**config.mk**
```make
export PLATFORM = sky130hd
export DESIGN_NAME = bus_bridge
export DESIGN_NICKNAME = d
export VERILOG_FILES = /design/src/rtl/bus_bridge_pkg.sv /design/src/rtl/bus_bridge_phi2_edge.sv /design/src/rtl/bus_bridge.sv
export SDC_FILE = /design/constraint.sdc
export NUM_CORES = 1
export LEC_CHECK = 0
export BUFFER_PORTS_ARGS = -buffer_cell sky130_fd_sc_hd__buf_2
export CAP_MARGIN = 40
export CORE_MARGIN = 3
export CORE_UTILIZATION = 40
export DETAILED_ROUTE_END_ITERATION = 8
export PLACE_DENSITY = 0.68
export SYNTH_ARGS = -nofsm -noshare
export SYNTH_HDL_FRONTEND = slang
export SYNTH_HIERARCHICAL = 1
export SYNTH_SLANG_ARGS = --single-unit
```
**constraint.sdc**
```tcl
create_clock -name CLK -period 1.85 [get_ports CLK]
set_clock_uncertainty 0.15 [all_clocks]
set_input_delay 0 -clock CLK [delete_from_list [all_inputs] [get_ports CLK]]
set_output_delay 0 -clock CLK [all_outputs]
set_load 0.02 [all_outputs]
```
**src/rtl/bus_bridge_pkg.sv**
```systemverilog
// bus_bridge_pkg: shared types and constants for the 6502 bus bridge.
// Holds the bridge FSM state encoding, the A[15:13] region codes and the
// default read latency of the memory/IO block.
package bus_bridge_pkg;

    // Bridge FSM states
    typedef enum logic [1:0] {
        IDLE   = 2'd0,
        ACCESS = 2'd1,
        DONE   = 2'd2
    } state_e;

    // A[15:13] region codes
    localparam logic [2:0] REGION_ROM  = 3'b111;
    localparam logic [2:0] REGION_RAM  = 3'b000;
    localparam logic [2:0] REGION_UART = 3'b110;

    // Sync memory read plus registered output mux
    localparam int DEFAULT_READ_LAT = 3;

    // True when the address falls in the given 8 KiB region
    function automatic logic in_region(input logic [15:0] addr, input logic [2:0] region);
        return (addr[15:13] == region);
    endfunction

endpackage

```
**src/rtl/bus_bridge_phi2_edge.sv**
```systemverilog
// bus_bridge_phi2_edge: samples PHI2 in the CLK domain and produces
// registered single-CLK rise/fall pulses. PHI2 is generated synchronously
// to CLK, so no synchroniser stages are needed.
module bus_bridge_phi2_edge (
    input  logic clk_i,
    input  logic rst_ni,
    input  logic phi2_i,
    output logic rise_o,
    output logic fall_o
);

    logic phi2_q;
    logic rise_q;
    logic fall_q;

    // Register PHI2 and derive edge pulses against the previous sample
    always_ff @(posedge clk_i) begin
        if (!rst_ni) begin
            phi2_q <= 1'b0;
            rise_q <= 1'b0;
            fall_q <= 1'b0;
        end else begin
            phi2_q <= phi2_i;
            rise_q <= phi2_i & ~phi2_q;
            fall_q <= ~phi2_i & phi2_q;
        end
    end

    assign rise_o = rise_q;
    assign fall_o = fall_q;

endmodule

```
**src/rtl/bus_bridge.sv**
```systemverilog
// bus_bridge: launches exactly one IO access per 6502 PHI2 cycle.
// A PHI2 rise latches address/write data, a write becomes a one-CLK R_W_n
// strobe, and read data is captured READ_LAT CLKs after launch.
// Optional feature macro: WAIT_STATE_EN -- when defined, accesses whose
// A[15:13] equals WAIT_REGION are stretched by WAIT_CYCLES and the CPU is
// held through RDY; when undefined RDY stays 1 and every access uses
// READ_LAT only.
module bus_bridge
    import bus_bridge_pkg::*;
#(
    parameter int         READ_LAT    = DEFAULT_READ_LAT,
    parameter int         WAIT_CYCLES = 4,
    parameter logic [2:0] WAIT_REGION = REGION_UART
) (
    input  logic        CLK,
    input  logic        RESET_n,
    input  logic        PHI2,
    input  logic [15:0] CPU_A,
    input  logic [7:0]  CPU_DO,
    input  logic        CPU_R_W_n,
    output logic [7:0]  CPU_DI,
    output logic        RDY,
    output logic [15:0] A,
    output logic [7:0]  DI,
    output logic        R_W_n,
    input  logic [7:0]  IO_DO,
    output logic        OVERRUN
);

    localparam int CNT_W = $clog2(READ_LAT + WAIT_CYCLES + 1);

`ifdef WAIT_STATE_EN
    localparam logic WAIT_EN = 1'b1;
`else
    localparam logic WAIT_EN = 1'b0;
`endif

    // Counter preloads: the launch cycle itself counts as the first latency cycle
    localparam logic [CNT_W-1:0] LOAD_BASE = CNT_W'(READ_LAT - 1);
    localparam logic [CNT_W-1:0] LOAD_WAIT = CNT_W'(READ_LAT - 1 + WAIT_CYCLES);
    localparam logic [CNT_W-1:0] CNT_ZERO  = {CNT_W{1'b0}};
    localparam logic [CNT_W-1:0] CNT_ONE   = CNT_W'(1);

    logic             rise_s;
    logic             fall_s;
    logic             wait_hit_s;
    logic [CNT_W-1:0] cnt_load_s;

    state_e           state_q;
    logic [CNT_W-1:0] cnt_q;
    logic [15:0]      a_q;
    logic [7:0]       di_q;
    logic [7:0]       cpu_di_q;
    logic             r_w_n_q;
    logic             rdy_q;
    logic             ovr_q;
    logic             wr_q;
    logic             late_q;

    bus_bridge_phi2_edge u_phi2_edge (
        .clk_i  (CLK),
        .rst_ni (RESET_n),
        .phi2_i (PHI2),
        .rise_o (rise_s),
        .fall_o (fall_s)
    );

    // Slow-region decode and counter preload for the access being launched
    always_comb begin
        wait_hit_s = WAIT_EN & in_region(CPU_A, WAIT_REGION);
        if (wait_hit_s) begin
            cnt_load_s = LOAD_WAIT;
        end else begin
            cnt_load_s = LOAD_BASE;
        end
    end

    // Access FSM: launch on rise, count latency, capture, wait for fall
    always_ff @(posedge CLK) begin
        if (!RESET_n) begin
            state_q  <= IDLE;
            cnt_q    <= CNT_ZERO;
            a_q      <= 16'h0000;
            di_q     <= 8'h00;
            cpu_di_q <= 8'h00;
            r_w_n_q  <= 1'b1;
            rdy_q    <= 1'b1;
            ovr_q    <= 1'b0;
            wr_q     <= 1'b0;
            late_q   <= 1'b0;
        end else begin
            case (state_q)
                IDLE: begin
                    if (rise_s) begin
                        a_q <= CPU_A;
                        if (!CPU_R_W_n) begin
                            di_q <= CPU_DO;
                        end
                        wr_q    <= ~CPU_R_W_n;
                        r_w_n_q <= CPU_R_W_n;
                        rdy_q   <= ~wait_hit_s;
                        cnt_q   <= cnt_load_s;
                        late_q  <= 1'b0;
                        state_q <= ACCESS;
                    end
                end
                ACCESS: begin
                    // Strobe lasts only the first ACCESS cycle
                    r_w_n_q <= 1'b1;
                    if (cnt_q == CNT_ZERO) begin
                        if (!wr_q) begin
                            cpu_di_q <= IO_DO;
                        end
                        rdy_q <= 1'b1;
                        // Fall already seen (early or right now): no fall left to wait for
                        if (late_q || fall_s) begin
                            state_q <= IDLE;
                        end else begin
                            state_q <= DONE;
                        end
                    end else begin
                        cnt_q <= cnt_q - CNT_ONE;
                        if (fall_s) begin
                            ovr_q  <= 1'b1;
                            late_q <= 1'b1;
                        end
                    end
                end
                DONE: begin
                    if (fall_s) begin
                        state_q <= IDLE;
                    end
                end
                default: begin
                    state_q <= IDLE;
                end
            endcase
        end
    end

    assign A       = a_q;
    assign DI      = di_q;
    assign CPU_DI  = cpu_di_q;
    assign RDY     = rdy_q;
    assign OVERRUN = ovr_q;
    // Reset withdraws a write strobe immediately instead of one CLK later
    assign R_W_n   = r_w_n_q | ~RESET_n;

endmodule

```
* Yosys cells after proc, flatten, opt, wreduce, memory -nomap -nowiden
Cells that the tools add are included.
** Storage, ports and cells
- Bits in registers :: 45
- Input port bits :: 36
- Output and inout bits :: 35
- Word-level logic and storage cells :: 60
** Cells by class
- Reduce and logical (&&, ||, !) cells :: 13
- Multiplexer cells :: 17
- Equal/unequal tests :: 7
- Bitwise gates (word level) :: 9
- Add/sub/neg operators :: 1
** Operators by type and width (number)
- AND reduction 3 bit :: 6
- 2-to-1 mux 2 bit :: 4
- 2-to-1 mux 1 bit :: 6
- 2-to-1 mux 3 bit :: 2
- != test 2 x 1 -> 1 bit (second input constant) :: 3
- inverter 1 bit :: 6
- one-hot mux 1 bit (2 select lines) :: 3
- one-hot mux 2 bit (3 select lines) :: 1
- one-hot mux 3 bit (2 select lines) :: 1
- != test 2 bit (second input constant) :: 2
- AND reduction 2 bit :: 2
- AND reduction 4 bit :: 1
- logical NOT 3 bit :: 1
- subtractor 3 x 1 -> 3 bit (second input constant) :: 1
- AND 1 bit :: 2
- == test 2 x 1 -> 1 bit (second input constant) :: 1
- == test 2 bit (second input constant) :: 1
- logical NOT 2 bit :: 1
- nonzero test 2 bit :: 1
- logical OR 1 bit :: 1
- bitwise OR 1 bit :: 1

* Depth between registers and ports, before layout
Gate-level depths: netlist of the first run.
- Depth after elaboration :: 4
- Mapped depth :: 6
- Mapped depth without buffers :: 5

* Modules after synthesis
The synthesis of the first run kept the hierarchy.
** Modules (own cells, without submodules)
- bus_bridge :: times used 1, cells each 189, area each 1681.6 um^2, sequential area each 820.8 um^2
- bus_bridge_phi2_edge :: times used 1, cells each 6, area each 85.1 um^2, sequential area each 60.1 um^2

* Least setup slack after synthesis of the first run
Ideal clock, no wire load.
- Kind :: reg-to-reg
- Start :: reg cnt_q[0]
- End :: reg cpu_di_q[0], in the netlist CPU_DI[0]
- Period minus slack after synthesis :: 1.540 ns
- Arrival :: 1.318 ns
- Cell stages (with the launch flop) :: 7
- Library setup time :: 0.072 ns
- Required time :: 1.628 ns
- Setup slack :: 0.310 ns
- Buffers on the path :: 1
- Path through :: dfxtp_1 -> inv_1 -> ha_1 -> nand2b_1 -> buf_2 -> nor3_4 -> mux2i_1
** Between the ends
- Word-level cells in the longest chain between the ends :: 2
** Ends and longest elaborated chain
- from (decl) :: line bus_bridge.sv:50 : logic [CNT_W-1:0] cnt_q;
- from (signal assigned) :: line bus_bridge.sv:102 : cnt_q <= cnt_load_s;
- from (signal assigned) :: line bus_bridge.sv:122 : cnt_q <= cnt_q - CNT_ONE;
- logical NOT 3 bit :: line bus_bridge.sv:110 : if (cnt_q == CNT_ZERO) begin
- AND reduction 3 bit (no source line)
- to (signal assigned) :: line bus_bridge.sv:85 : cpu_di_q <= 8'h00;
- to (signal assigned) :: line bus_bridge.sv:112 : cpu_di_q <= IO_DO;
- to (decl) :: line bus_bridge.sv:53 : logic [7:0] cpu_di_q;
Every way passes these cells.
A chain may end at the register's enable or synchronous reset.

* Worst setup path after layout of the first run
- Start :: reg cnt_q[0]
- End :: reg cpu_di_q[7], in the netlist CPU_DI[7]
The elaborated chain is that of the path after synthesis.

==> results of run 1 <==
[cells in the mapped netlist (all sizes together), types with 4 or more instances]
library cell | count | share of area
mux2i | 8 | 0.045
buf | 8 | 0.041
inv | 4 | 0.0085
dfxtp | 44 | 0.50
clkbuf | 5 | 0.011
nand2b | 4 | 0.014
a21oi | 17 | 0.050
nand2 | 66 | 0.14
nor2b | 4 | 0.014
a21boi | 9 | 0.038
[repair_timing]
item | in CTS | in global routing
setup endpoints to repair | 0 | 0
hold endpoints to repair | 39 | 0
hold buffers | 36 | 0
[worst paths after layout]
path / startpoint / to / slack, ns / cells past startpoint
max: cnt_q[0]$_SDFFE_PN0P_ / CPU_DI[7]$_SDFFE_PN0P_ / 0.25 / 6
min: CPU_DO[7] / DI[7]$_SDFFE_PN0P_ / 0.30 / 4
max reg2reg: cnt_q[0]$_SDFFE_PN0P_ / CPU_DI[7]$_SDFFE_PN0P_ / 0.25 / 6
min reg2reg: A[5]$_SDFFE_PN0P_ / A[5]$_SDFFE_PN0P_ / 0.30 / 2
[power by group through the flow]
stage                     Sequential, mW  Combinational, mW  Clock [mW]
after CTS                           1.01              0.291       0.783
after floorplan                     1.05              0.127           0
after global placement              1.03              0.231           0
after global routing                1.01              0.320       0.822
after detailed placement            1.03              0.232           0
final                               1.01              0.292       0.762
[worst register-to-register path, delay by kind of cell (launching register included)]
family	cells	cell delay, ns
DFF	1	0.32
buffers and inverters	2	0.30
muxes	1	0.19
and+or+nand+nor	2	0.39
adders and majority gates	1	0.17
[kinds of logic (layout without fill, tap and decap cells)]
kind of cell               after synthesis  count (layout)  synth area share
DFF                                     44              44             0.499
muxes                                    8               8            0.0453
buffers and inverters                   17             122            0.0602
AOI/OAI and AO/OA                       35              35             0.129
other                                    1               1           0.00212
and+or+nand+nor                         88              88             0.251
adders and majority gates                2               2            0.0142
[registers in the layout, summed over array words and instances, names as in the netlist]
signal and count:
A 16, CPU_DI 8, DI 8, OVERRUN 1
cnt_q 3, late_q 1, r_w_n_q 1, state_q 2
u_phi2_edge/fall_o 1, u_phi2_edge/phi2_q 1, u_phi2_edge/rise_o 1, wr_q 1
[through the flow]
stage                     power [mW]   util
after global placement          1.26  0.512
after CTS                       2.08  0.628
after detailed placement        1.26  0.512
after floorplan                 1.18      -
final                           2.06  0.628
after global routing            2.15  0.628
[per-layer routing]
metal	part of all wire	wire, um
met4	0.018	73
met3	0.050	206
met5	0	0
met1	0.42	1750
met2	0.51	2100
[cell type report]
class                           instances  area share
Sequential cell                        44       0.338
Multi-Input combinational cell        134       0.300
Timing Repair Buffer                  110       0.286
Clock buffer                            6      0.0317
Tap cell                               50      0.0240
Clock inverter                          2      0.0149
Inverter                                4     0.00577
==> summary.txt, run 1 <==
Worst EP required = 1.92 ns
Layout fillers = 356
placed cell count = 306
Synth async-reset ratio = 0
post-route ant nets = 0
multi-input logic area = 779 sq um
Final Instance Area = 0.00260 sq mm
Die Wd = 72.5 um
Syn Std Cell Area = 0.00177 sq mm
status = complete, no violations
most frequent cells in the layout = buf_2, nand2_1, dfxtp_1
CTS root buf = clkbuf_8
synth-to-layout area growth = 47.3%
Setup WS pre-CTS = 0.264 ns
Worst path max stage delay = 0.32 ns
Logic pwr share = 0.141
setup_tns = 0 ns
Final setup viols = 0
drc violations = 0
worst path arrival time = 1.68 ns
Initial DRT Pass Iterations = 4
Slew HR = 0.613
M3 GR Usage = 0.0540
internal power = 1.57 mW
# IOs = 71
register area = 881 sq um
WL/cell = 11.8 um
Total GRT Usage = 0.166
Post-Syn Area per Cell = 9.06 sq um
Vias = 1,594
Hold Crit Class = primary input to flip-flop
Clock Tree Buf Depth = 2
Antenna Cells = 0
yosys synthesis warning count = 6
vias in the first global route = 1,458
WS Path Type = flip-flop to flip-flop
met1 GRT Util = 0.200
largest net degree at the start of global routing = 30
slowest cell on the critical path = dfxtp_1
fin crit share = 0.866
leakage power = 1.17 nW
PortBufs = 69
# Max-Cap Violations = 0
TritonCTS clock tree = done
global routing's busiest layer = met2
Layout Cells excl Fill = 350
total die area = 0.00525 sq mm
achievable frequency = 0.624 GHz
CTS H-Tree Depth = 2
fin. max-slew vios = 0
sequential area share after synthesis = 0.499
Clk Latency, worst-skew pair = 0.30 ns
Synth cell types = 36
commonest non-fill, non-tap cell in the layout = buf_2
cells along the critical path = inv_1 -> ha_1 -> nand2b_1 -> nor3_4 -> buf_4 -> mux2i_1
Seq pwr share = 0.489
startpoint types = flip-flop
number of synthesized flops with an enable pin = 0
initial antenna violation count = 0
Setup crit end kind = flip-flop
fin nets = 337
fin crit period = 1.60 ns
Hold Slack = 0.301 ns
delay-heaviest family, CP = simple AND/OR/NAND/NOR gates
share of layout cells above drive strength 1 = 0.300
Die Y-Extent = 72.5 um
WL final = 4.12 mm
1st-iter DRT viols = 55
CTS sink cnt = 44
hold violation total from the final report = 0
first-pass GRT wire length = 6.78 mm
met2 usage = 0.266
cell area after placement = 0.00212 sq mm
grt ovf = 0
unrepaired setup endpoints after global routing = no
postcts setup bufs = 0
# resized after CTS = 0
Syn Nets = 233
# rows = 23
Starting Density = 0.426
worst slew pin tran = 0.579 ns
core area = 0.00414 sq mm
Final HPWL DP = 2.63 mm
Worst-path clk slew = 0.09 ns
Clk pwr share = 0.370
GPL Wtd Cong = 0.729
Peak VDD IR = 641 uV
pwr/cell area = 792 mW/mm^2
Sw Ratio = 0.237
#FFs+latches synth = 44
final worst setup slack = 0.248 ns
Sw Pwr = 489 uW
Critical path buffers and inverters = 2
cells after synthesis = 195
CTS buffer count = 5
ys flop type = dfxtp_1
Via density = 4.55
crit path max fanout = 8
(Power assumes the default switching activity.)
==> run 2, diff against run 1 <==
==> constraint.sdc (replaced) <==
create_clock -name CLK -period 1.55 [get_ports CLK]
set_clock_uncertainty 0.15 [all_clocks]
set_input_delay 0 -clock CLK [delete_from_list [all_inputs] [get_ports CLK]]
set_output_delay 0 -clock CLK [all_outputs]
set_load 0.02 [all_outputs]
==> summary.txt, run 2 (synthesized netlist as in run 1, its figures left out) <==
fin crit period = 1.48 ns
Layout fillers = 360
GPL Wtd Cong = 0.698
total die area = 0.00525 sq mm
Setup crit end kind = flip-flop
CTS H-Tree Depth = 2
leakage power = 1.18 nW
postcts setup bufs = 0
Total GRT Usage = 0.180
share of layout cells above drive strength 1 = 0.336
core area = 0.00414 sq mm
Worst-path clk slew = 0.07 ns
fin nets = 342
multi-input logic area = 802 sq um
startpoint types = flip-flop
WL final = 4.52 mm
grt ovf = 0
Clk Latency, worst-skew pair = 0.29 ns
1st-iter DRT viols = 49
initial antenna violation count = 0
fin crit share = 0.952
synth-to-layout area growth = 49.2%
post-route ant nets = 0
Initial DRT Pass Iterations = 6
fin. max-slew vios = 0
Die Y-Extent = 72.5 um
vias in the first global route = 1,565
CTS buffer count = 5
register area = 883 sq um
Hold Crit Class = primary input to flip-flop
max FFs per register = 16
Via density = 4.70
PortBufs = 69
Clock Tree Buf Depth = 2
crit path max fanout = 10
Starting Density = 0.426
Worst EP required = 1.56 ns
TritonCTS clock tree = done
setup_tns = 0 ns
Final setup viols = 0
status = complete, no violations
WS Path Type = flip-flop to flip-flop
first-pass GRT wire length = 7.29 mm
Final HPWL DP = 2.74 mm
Layout Cells excl Fill = 354
# IOs = 71
# Max-Cap Violations = 0
Die Wd = 72.5 um
most frequent cells in the layout = buf_2, nand2_1, dfxtp_1
Vias = 1,665
placed cell count = 313
worst path arrival time = 1.49 ns
Peak VDD IR = 675 uV
worst slew pin tran = 0.542 ns
CTS sink cnt = 44
# rows = 23
unrepaired setup endpoints after global routing = no
largest net degree at the start of global routing = 23
achievable frequency = 0.678 GHz
commonest non-fill, non-tap cell in the layout = buf_2
hold violation total from the final report = 0
drc violations = 0
pwr/cell area = 850 mW/mm^2
Antenna Cells = 0
WL/cell = 12.8 um
Slew HR = 0.638
CTS root buf = clkbuf_8
==> run 2: cell count changes in the layout (fill, tap and decap cells not counted), moves of 2 or more <==
cell | previous run | this run
dlygate4sd3_1 | 36 | 34
dfxtp_1 | 44 | 42
buf_6 | 0 | 2
buf_4 | 5 | 9
dfxtp_2 | 0 | 2
==> run 2: critical path, stage by stage, from the launching register on <==
cell and delay (ns):
dfxtp_1 0.39, or3b_1 0.46, buf_4 0.21, nand2_1 0.07, a21oi_1 0.06
==> run 2: area by class of cell <==
class,instances,share of cell area
clock inverters,1,0.00190
repair buffers,115,0.302
inverters,4,0.00570
flip-flops and latches,44,0.335
multi-input cells,134,0.304
clock buffers,6,0.0275
well taps,50,0.0237
==> run 2: worst paths after layout <==
check	slack, ns	depth (start not counted)	to	from
setup reg to reg	0.07	4	A[2]$_SDFFE_PN0P_	u_phi2_edge/rise_o$_SDFF_PN0_
hold / removal	0.03	5	DI[6]$_SDFFE_PN0P_	CPU_R_W_n
hold reg to reg	0.30	2	A[1]$_SDFFE_PN0P_	A[1]$_SDFFE_PN0P_
setup / recovery	0.07	4	A[2]$_SDFFE_PN0P_	u_phi2_edge/rise_o$_SDFF_PN0_
==> run 2: power by group <==
group          total, mW  leakage (nW)  internal, mW  switching (mW)
clock network      0.661        0.0410         0.306           0.355
registers           1.20         0.359          1.17          0.0260
logic              0.380         0.782         0.194           0.185
==> run 2: per-stage QoR <==
stage	total power [mW]	worst slack (ns)	util	cell area, sq um	hold WS [ns]
CTS	2.24	0.0377	0.629	2610	0.0249
global route	2.35	0.000931	0.636	2640	0.0466
global placement	1.52	0.0420	0.527	2190	0.0729
finish	2.24	0.0744	0.636	2640	0.0282
detailed placement	1.52	-0.00782	0.527	2190	0.0852
floorplan	1.41	0.0105	-	1770	-0.0199
==> run 2: per-layer routing <==
layer	track usage	vias up	wire length, um
met5	0	-	0
met4	0.0758	0	98
met3	0.0568	9	220
met2	0.304	38	2350
met1	0.209	760	1850
li1	-	858	-
==> run 2: what timing repair did <==
action,4_1_cts,5_1_grt
pin swaps,0,2
hold buffers,34,0
endpoints found under the setup margin,4,22
hold endpoints to repair,36,0
gates resized for setup,1,9
